<file path="config.mk">
export PLATFORM = sky130hd
export DESIGN_NAME = hwloop_ctrl
export DESIGN_NICKNAME = d
export VERILOG_FILES = /design/src/rtl/hwloop_pkg.sv /design/src/rtl/hwloop_slot.sv /design/src/rtl/hwloop_ctrl.sv
export SDC_FILE = /design/constraint.sdc
export NUM_CORES = 1
export LEC_CHECK = 0
export CAP_MARGIN = 40
export CORE_MARGIN = 2
export CORE_UTILIZATION = 25
export DETAILED_ROUTE_END_ITERATION = 7
export DONT_BUFFER_PORTS = 1
export GPL_ROUTABILITY_DRIVEN = 0
export PLACE_DENSITY_LB_ADDON = 0.1
export SYNTH_ARGS = -nofsm -noshare
export SYNTH_HDL_FRONTEND = slang
export SYNTH_SLANG_ARGS = --single-unit
</file>
<file path="constraint.sdc">
create_clock -name clk -period 10.2 [get_ports clk]
set_clock_uncertainty 0.05 [all_clocks]
set_input_delay 0.51 -clock clk [delete_from_list [all_inputs] [get_ports clk]]
set_output_delay 0.51 -clock clk [all_outputs]
set_load 0.1 [all_outputs]
</file>
<file path="src/rtl/hwloop_pkg.sv">
// Shared types and constants for the zero-overhead hardware-loop controller.
package hwloop_pkg;

    localparam int HWL_NUM_LOOPS = 2;
    localparam int HWL_CNT_W     = 16;

    // Next-PC select code driven when the loop controller redirects fetch.
    localparam logic [1:0] PCSEL_HWLOOP = 2'd2;

    typedef enum logic {
        HWL_IDLE   = 1'b0,
        HWL_ACTIVE = 1'b1
    } hwl_state_t;

    // One loop descriptor as seen by software.
    typedef struct packed {
        logic [31:0]          start;
        logic [31:0]          end_addr;
        logic [HWL_CNT_W-1:0] cnt;
    } hwl_slot_t;

endpackage

</file>
<file path="src/rtl/hwloop_slot.sv">
// One hardware-loop slot: descriptor registers, IDLE/ACTIVE FSM,
// end-address match and iteration countdown.
//
//   state      | meaning
//   -----------+------------------------------------------------
//   HWL_IDLE   | no loop armed; slot accepts a setup
//   HWL_ACTIVE | loop armed; end-address compare enabled
module hwloop_slot
    import hwloop_pkg::*;
#(
    parameter int CNT_W = HWL_CNT_W
) (
    input  logic             clk,
    input  logic             rst,
    input  logic             i_load,
    input  logic [31:0]      i_start,
    input  logic [31:0]      i_end,
    input  logic [CNT_W-1:0] i_count,
    input  logic             i_abort,
    input  logic             i_eval_en,
    input  logic             i_hit,
    input  logic [31:0]      i_pc,
    output logic             o_active,
    output logic             o_match,
    output logic             o_last,
    output logic [31:0]      o_start
);

    hwl_state_t       r_state;
    hwl_state_t       w_state_next;
    logic [31:0]      r_start;
    logic [31:0]      r_end;
    logic [CNT_W-1:0] r_cnt;
    logic             w_last;

    assign w_last = (r_cnt == CNT_W'(1));

    // State register.
    always_ff @(posedge clk or posedge rst) begin
        if (rst) begin
            r_state <= HWL_IDLE;
        end else begin
            r_state <= w_state_next;
        end
    end

    // Next state: a zero-count setup leaves the slot idle; i_hit is only
    // raised by the top for a qualified match, so abort never meets a hit.
    always_comb begin
        w_state_next = r_state;
        if (i_abort) begin
            w_state_next = HWL_IDLE;
        end else begin
            case (r_state)
                HWL_IDLE:   if (i_load && (i_count != '0)) w_state_next = HWL_ACTIVE;
                HWL_ACTIVE: if (i_hit && w_last)           w_state_next = HWL_IDLE;
                default:    w_state_next = HWL_IDLE;
            endcase
        end
    end

    // Outputs: end-address match and last-iteration flag for the priority chain.
    always_comb begin
        o_active = (r_state == HWL_ACTIVE);
        o_match  = (r_state == HWL_ACTIVE) && i_eval_en && (i_pc == r_end);
        o_last   = w_last;
        o_start  = r_start;
    end

    // Descriptor registers; the count stops at 1 on the jump path and only
    // the final hit takes it to 0, so it never wraps.
    always_ff @(posedge clk or posedge rst) begin
        if (rst) begin
            r_start <= '0;
            r_end   <= '0;
            r_cnt   <= '0;
        end else if (i_abort) begin
            r_cnt <= '0;
        end else if (i_load) begin
            r_start <= i_start;
            r_end   <= i_end;
            r_cnt   <= i_count;
        end else if (i_hit) begin
            r_cnt <= w_last ? '0 : (r_cnt - CNT_W'(1));
        end
    end

endmodule

</file>
<file path="src/rtl/hwloop_ctrl.sv">
// Zero-overhead hardware-loop controller: holds nested loop descriptors,
// watches the fetch PC and requests a redirect to the loop start at the end
// address. Slot 0 is innermost and wins priority.
module hwloop_ctrl
    import hwloop_pkg::*;
#(
    parameter  int NUM_LOOPS = HWL_NUM_LOOPS,
    parameter  int CNT_W     = HWL_CNT_W,
    localparam int IDX_W     = (NUM_LOOPS > 1) ? $clog2(NUM_LOOPS) : 1
) (
    input  logic                 clk,
    input  logic                 rst,
    input  logic                 cfg_valid,
    output logic                 cfg_ready,
    input  logic [IDX_W-1:0]     cfg_idx,
    input  logic [31:0]          cfg_start,
    input  logic [31:0]          cfg_end,
    input  logic [CNT_W-1:0]     cfg_count,
    input  logic                 abort,
    input  logic [31:0]          pc,
    input  logic                 ena,
    input  logic                 redirect,
    output logic                 hwloop_jump,
    output logic [31:0]          pc_hwloop,
    output logic [NUM_LOOPS-1:0] loop_active,
    output logic [NUM_LOOPS-1:0] loop_done
);

    logic                 w_eval_en;
    logic                 w_accept;
    logic                 w_sel_idle;
    logic                 w_blocked;
    logic [NUM_LOOPS-1:0] w_active;
    logic [NUM_LOOPS-1:0] w_match;
    logic [NUM_LOOPS-1:0] w_last;
    logic [NUM_LOOPS-1:0] w_hit;
    logic [NUM_LOOPS-1:0] w_load;
    logic [31:0]          w_start [NUM_LOOPS];

    // A branch redirect or stalled fetch means the PC at the end address
    // is not really being consumed, so no loop bookkeeping happens.
    assign w_eval_en   = ena && !redirect && !abort;
    assign w_accept    = cfg_valid && cfg_ready;
    assign loop_active = w_active;

    for (genvar g = 0; g < NUM_LOOPS; g++) begin : g_slot
        localparam logic [IDX_W-1:0] SLOT_IDX = IDX_W'(g);

        assign w_load[g] = w_accept && (cfg_idx == SLOT_IDX);

        hwloop_slot #(
            .CNT_W (CNT_W)
        ) u_slot (
            .clk       (clk),
            .rst       (rst),
            .i_load    (w_load[g]),
            .i_start   (cfg_start),
            .i_end     (cfg_end),
            .i_count   (cfg_count),
            .i_abort   (abort),
            .i_eval_en (w_eval_en),
            .i_hit     (w_hit[g]),
            .i_pc      (pc),
            .o_active  (w_active[g]),
            .o_match   (w_match[g]),
            .o_last    (w_last[g]),
            .o_start   (w_start[g])
        );
    end

    // Setup handshake: the addressed slot must be idle and no abort pending.
    always_comb begin
        w_sel_idle = 1'b0;
        for (int i = 0; i < NUM_LOOPS; i++) begin
            if (cfg_idx == IDX_W'(i)) w_sel_idle = !w_active[i];
        end
        cfg_ready = w_sel_idle && !abort;
    end

    // Priority chain: a finishing slot falls through so an outer loop sharing
    // the end address can still jump; the first jumping slot stops the chain.
    always_comb begin
        w_blocked   = 1'b0;
        w_hit       = '0;
        loop_done   = '0;
        hwloop_jump = 1'b0;
        pc_hwloop   = '0;
        for (int i = 0; i < NUM_LOOPS; i++) begin
            if (w_match[i] && !w_blocked) begin
                w_hit[i] = 1'b1;
                if (w_last[i]) begin
                    loop_done[i] = 1'b1;
                end else begin
                    w_blocked   = 1'b1;
                    hwloop_jump = 1'b1;
                    pc_hwloop   = w_start[i];
                end
            end
        end
    end

endmodule

</file>
# Word level (Yosys, flattened, before mapping)
# Index checks and enable logic that the tools add are counted.
# op_classes
bitwise	4
n_reduce_logical	25
n_addsub	2
n_mux	31
eq_ne	4
# ops
op	n
16-bit 2-to-1 mux	8
32-bit 2-to-1 mux	4
32-bit == test	2
16-bit by 1-bit == test with 1-bit output (second input constant)	2
16-bit by 1-bit subtractor with 16-bit output (second input constant)	2
1-bit 2-to-1 mux	17
16-bit nonzero test	1
1-bit logical AND	15
3-bit nonzero test	2
1-bit logical NOT	5
1-bit NOT	4
1-bit case mux with 2 select lines	2
2-bit AND reduction	2
# totals
inputBits	119
register_bits	162
output_inout_bits	38
word_cells	74

# Logic depth before layout (Yosys ltp)
# logic_depth
word_depth	13
mapped_depth	12
depth_no_buf	9

# Hierarchy
# From an unflattened synthesis, not the netlist that was laid out.
# hier_totals
hier_cells	721
area_unflattened_um2	8612.0
# modules_own_cells
mod	area_per_inst_um2	cells_each	n_inst
hwloop_slot (g_slot[1].u_slot)	3933.8	315	1
hwloop_slot (g_slot[0].u_slot)	3917.5	315	1
hwloop_ctrl	760.7	91	1

# Worst setup path before layout
# No wires, ideal clock.
# synth_path
path_type	input-to-output
start	input port abort
end	output port loop_done[0]
arrival_ns	4.385
setup_slack_ns	5.255
stages	4
cell_sequence	nor3b_1 -> nand3_1 -> or3_2 -> nor4_1
# synth_between
elab_chain_len	5
# synth_rtl
item	line_no	source
start, declared	hwloop_ctrl.sv:19	input logic abort,
1-bit logical NOT	hwloop_ctrl.sv:42	assign w_eval_en = ena && !redirect && !abort;
1-bit logical AND	hwloop_ctrl.sv:42	
1-bit logical AND (2 in a row)	hwloop_slot.sv:65	o_match = (r_state == HWL_ACTIVE) && i_eval_en && (i_pc == r_end);
1-bit 2-to-1 mux	hwloop_ctrl.sv:89	if (w_match[i] && !w_blocked) begin
end, declared	hwloop_ctrl.sv:26	output logic [NUM_LOOPS-1:0] loop_done
# No other way between the ends.

# Worst setup path after layout
# layout_path
start	register g_slot[0].u_slot.r_end[5]
end	output port hwloop_jump
# layout_between
elab_chain_len	6
# layout_rtl
item	line_no	source
start, declared	hwloop_slot.sv:32	logic [31:0] r_end;
start signal, assigned	hwloop_slot.sv:81	r_end <= i_end;
32-bit == test (*)	hwloop_slot.sv:65	
1-bit logical AND (*)	hwloop_slot.sv:65	
1-bit 2-to-1 mux (*)	hwloop_ctrl.sv:89	
1-bit logical NOT	hwloop_ctrl.sv:89	
1-bit logical AND	hwloop_ctrl.sv:89	
1-bit 2-to-1 mux (*)	hwloop_ctrl.sv:89	
end, declared	hwloop_ctrl.sv:23	output logic hwloop_jump,
# Every way passes the cells marked *; elsewhere a longest branch is shown, timed or not.

==> results.txt <==
- Among the stages of the critical path, the cell type that occurs most often is sky130_fd_sc_hd__buf_4.
* Critical path type: register to output port
* Leakage power summed over all cells: 4.70 nW
- For this run, the number of Yosys warnings is 0.
- The run finished with clean final reports.
- Distinct cell type count after synthesis: 58
- After detailed routing, the number of vias per cell comes to 4.78.
- The synthesized design devotes to its leading area cell type 47.8% of total area.
- Worst Hold Depth: 1
- Global routing used 17.3% of the available tracks across all layers.
- Most common cell in the netlist: sky130_fd_sc_hd__nand2_1
- Effective utilization at floorplan: 25.3%
- Post-route worst setup slack: 5.64 ns
* TritonCTS Buffers: 17
- Largest area contributor in the synthesized netlist: sky130_fd_sc_hd__dfrtp_1
- The worst-case IR drop observed on VDD is 0.121 mV.
- The die covers 0.0354 sq mm.
- Synth top area cells: sky130_fd_sc_hd__dfrtp_1 48%, sky130_fd_sc_hd__nand2_1 19%, sky130_fd_sc_hd__xnor2_1 3.5%
- Synthesis inferred 162 register bits.
- Post-placement worst setup slack: 5.92 ns
- Die Ht: 188 microns
- After detailed routing, the average wire length per cell comes to 19.8 microns.
- The initialized floorplan defines 67 standard-cell rows.
* Accumulated negative setup slack: 0 ns
* Number of global-route vias before repair: 7,149
- Vias after detailed routing: 7,158
- Kind of cell adding the most delay to the critical path: simple AND/OR/NAND/NOR gates
- A synthesized cell averages 8.34 sq um.
* CP endpoint kind: output port
- Port Buffers: 0
- Synthesized netlist cell count: 1,016
* Reg-to-reg critical path endpoint: g_slot[1].u_slot.r_cnt[5]
* Buf/Inv on CP: 2
* Final Hold Viols: 0
* Post-CTS Setup Bufs: 0
- The path class of the tightest hold or removal check is primary input to register.
* Largest net degree at the start of global routing: 81
- Sequential-to-total area share from yosys stat: 47.8%
- Total wire length after detailed routing: 29.7 mm
- Counting flops with an async set or reset pin after synthesis yields a share of 100%.
- Final setup vio count: 0
* DR pass1 iterations: 5
- Maximum frequency from static timing analysis: 219 MHz
- Final Max Tran Viols: 0
- Clock insertion delay at the later pin of the skew report: 0.45 ns
- Summing every instance area after synthesis gives 0.00848 sq mm.
- Worst slew slack as a fraction of its limit: 41.5%
* Critical R2R Launch: g_slot[0].u_slot.r_cnt[4]
- After synthesis, the most frequently instantiated cells are 423 x sky130_fd_sc_hd__nand2_1, 162 x sky130_fd_sc_hd__dfrtp_1, 51 x sky130_fd_sc_hd__nor2_1.
* Count of nets after finishing: 1,157
- In this run, the number of DRC markers left after iteration 0 of detailed routing was 524.
- Worst Hold Path EP: g_slot[0].u_slot.r_cnt[14]
- Worst Path Max Fanout: 42
* Buffer depth of the longest clock path: 2
- For this run, design rule violations remaining after detail routing come to 0.
- Fill cells in the final layout number 3,500.
- Clock Sinks: 162
- The tree is rooted in a sky130_fd_sc_hd__clkbuf_16.
- Area Growth Syn to Fin: 20.4%
- The worst register-to-register path has a setup slack of 6.64 ns.
- Global routing finished with a remaining overflow of 0.
- The most used flip-flop cell after synthesis is sky130_fd_sc_hd__dfrtp_1.
- Final hold slack: 0.0926 ns
- Power per standard cell area: 176 mW/mm^2
* Detailed placer's ending HPWL: 20.8 mm
* Endpoint required time on the critical path: 9.64 ns
- When the netlist entered floorplanning its net count stood at 1,139.
* Minimum clock period: 4.56 ns
- Arrival time at the worst endpoint: 4.00 ns
- At the pin with the least slew margin, the transition time is 0.869 ns.
- Total power draw: 1.80 mW
- The critical path goes through xor2_1, nor4_1, nand4_1, nor4_4, buf_4, or3_4, nor2_2, buf_4, or2_2.
- Std-Cell Core Area: 0.0334 sq mm
* Die outline width: 188 microns
- Share of final-layout standard cells stronger than drive strength 1: 10.0%
* Startpoint of the lowest-slack hold path: abort
* Max-cap check violation count: 0
* RSZ-0062 raised after global routing: no
- Wire length of the first global-routing pass: 46.2 mm
- The number of cells on the worst reg-to-reg path is 8.
- Total I/O pin count: 157
* CTS tree: yes
- Yosys mapped a number of flops with a built-in enable equal to 0.
- Antenna violations before repair: 0
- STA classifies the critical path startpoint as a register.
- H-tree depth: 4
- After clock tree synthesis, the clock-pin slew on the worst setup and hold paths is 0.07 ns.
- Slowest cell on crit path: sky130_fd_sc_hd__nor4_1
- In this design, the stage delay of the slowest critical-path cell is 0.58 ns.
- Routed Antenna Nets: 0
* Period utilization: 44.7%
[cells by family (layout without fill, tap and decap cells)]
family	Yosys count	in the layout	share of synthesized area [%]
buffers and inverters	64	95	3.51
XOR/XNOR	65	65	6.72
AND/OR/NAND/NOR	603	603	31.1
adder cells (fa/ha/maj)	4	4	0.590
other	0	1	0
AO/OA/AOI/OAI	115	115	9.92
flip-flops	162	162	47.8
multiplexers	3	3	0.354
[per-layer routing]
metal  routed length (microns)  global-route usage [%]
met2                     12800                    25.4
met4                       317                    4.09
met1                     14500                    24.4
met3                      2040                    5.60
met5                         0                       0
[how the worst max path moves through the flow]
stage                               from                   endpoint  slack, ns  depth (start not counted)
6_report       g_slot[0].u_slot.r_end[5]                hwloop_jump       5.64                          9
5_1_grt        g_slot[0].u_slot.r_cnt[4]                hwloop_jump       5.41                          9
4_1_cts        g_slot[0].u_slot.r_end[5]                hwloop_jump       5.60                          9
3_5_place_dp                       abort                hwloop_jump       5.92                          9
3_3_place_gp   g_slot[0].u_slot.r_cnt[1]              pc_hwloop[29]       5.94                         11
2_1_floorplan                        rst  g_slot[0].u_slot.o_active       5.26                          1
[report_power, final]
part	total, mW	leakage [nW]	switching (mW)	internal [mW]
logic	0.307	2.36	0.190	0.117
clock network	0.671	0.288	0.301	0.371
registers	0.822	2.06	0.0777	0.745
[cell type report]
type	count	area (sq um)	share of cell area, %
Inverter	10	42.5	0.417
Antenna cell	1	2.50	0.0245
Clock buffer	18	439	4.30
Sequential cell	162	4050	39.7
Tap cell	448	561	5.49
Clock inverter	14	151	1.48
Timing Repair Buffer	53	766	7.50
Multi-Input combinational cell	790	4190	41.0
[registers in the layout, summed over array words and instances, names as in the netlist]
register                flops
g_slot.u_slot.o_active      2
g_slot.u_slot.o_start      64
g_slot.u_slot.r_cnt        32
g_slot.u_slot.r_end        64
[stage by stage]
step | cell area (sq um) | instances | util [%]
2_1_floorplan | 8480 | 1016 | -
3_3_place_gp | 8990 | 1426 | 26.9
3_5_place_dp | 9600 | 1462 | 28.7
4_1_cts | 10200 | 1495 | 30.5
5_1_grt | 10200 | 1495 | 30.5
6_report | 10200 | 1496 | 30.5
[cells in the final DEF, fill, tap and decap left out, types with 7 or more instances in the layout]
| cell type | instances |
|---|---|
| sky130_fd_sc_hd__nor3_1 | 25 |
| sky130_fd_sc_hd__dfrtp_1 | 162 |
| sky130_fd_sc_hd__a211oi_1 | 11 |
| sky130_fd_sc_hd__xnor2_1 | 34 |
| sky130_fd_sc_hd__nand3_1 | 10 |
| sky130_fd_sc_hd__xor2_1 | 31 |
| sky130_fd_sc_hd__o21ai_0 | 23 |
| sky130_fd_sc_hd__buf_16 | 7 |
| sky130_fd_sc_hd__clkbuf_16 | 17 |
| sky130_fd_sc_hd__nor2_1 | 48 |
| sky130_fd_sc_hd__and3_1 | 7 |
| sky130_fd_sc_hd__a22o_1 | 33 |
| sky130_fd_sc_hd__nand4_1 | 19 |
| sky130_fd_sc_hd__nor4_1 | 14 |
| sky130_fd_sc_hd__or4_1 | 7 |
| sky130_fd_sc_hd__nand2_1 | 423 |
| sky130_fd_sc_hd__inv_1 | 9 |
| sky130_fd_sc_hd__a21oi_1 | 9 |
| sky130_fd_sc_hd__nand2b_1 | 7 |
| sky130_fd_sc_hd__buf_8 | 30 |
| sky130_fd_sc_hd__buf_4 | 15 |
[what timing repair did]
| item | in CTS | in global routing |
|---|---|---|
| endpoints found under the hold margin | 16 | 0 |
| resized for setup | 0 | 0 |
| hold buffers | 1 | 0 |
Note: power is estimated with default switching activity, not from simulation.
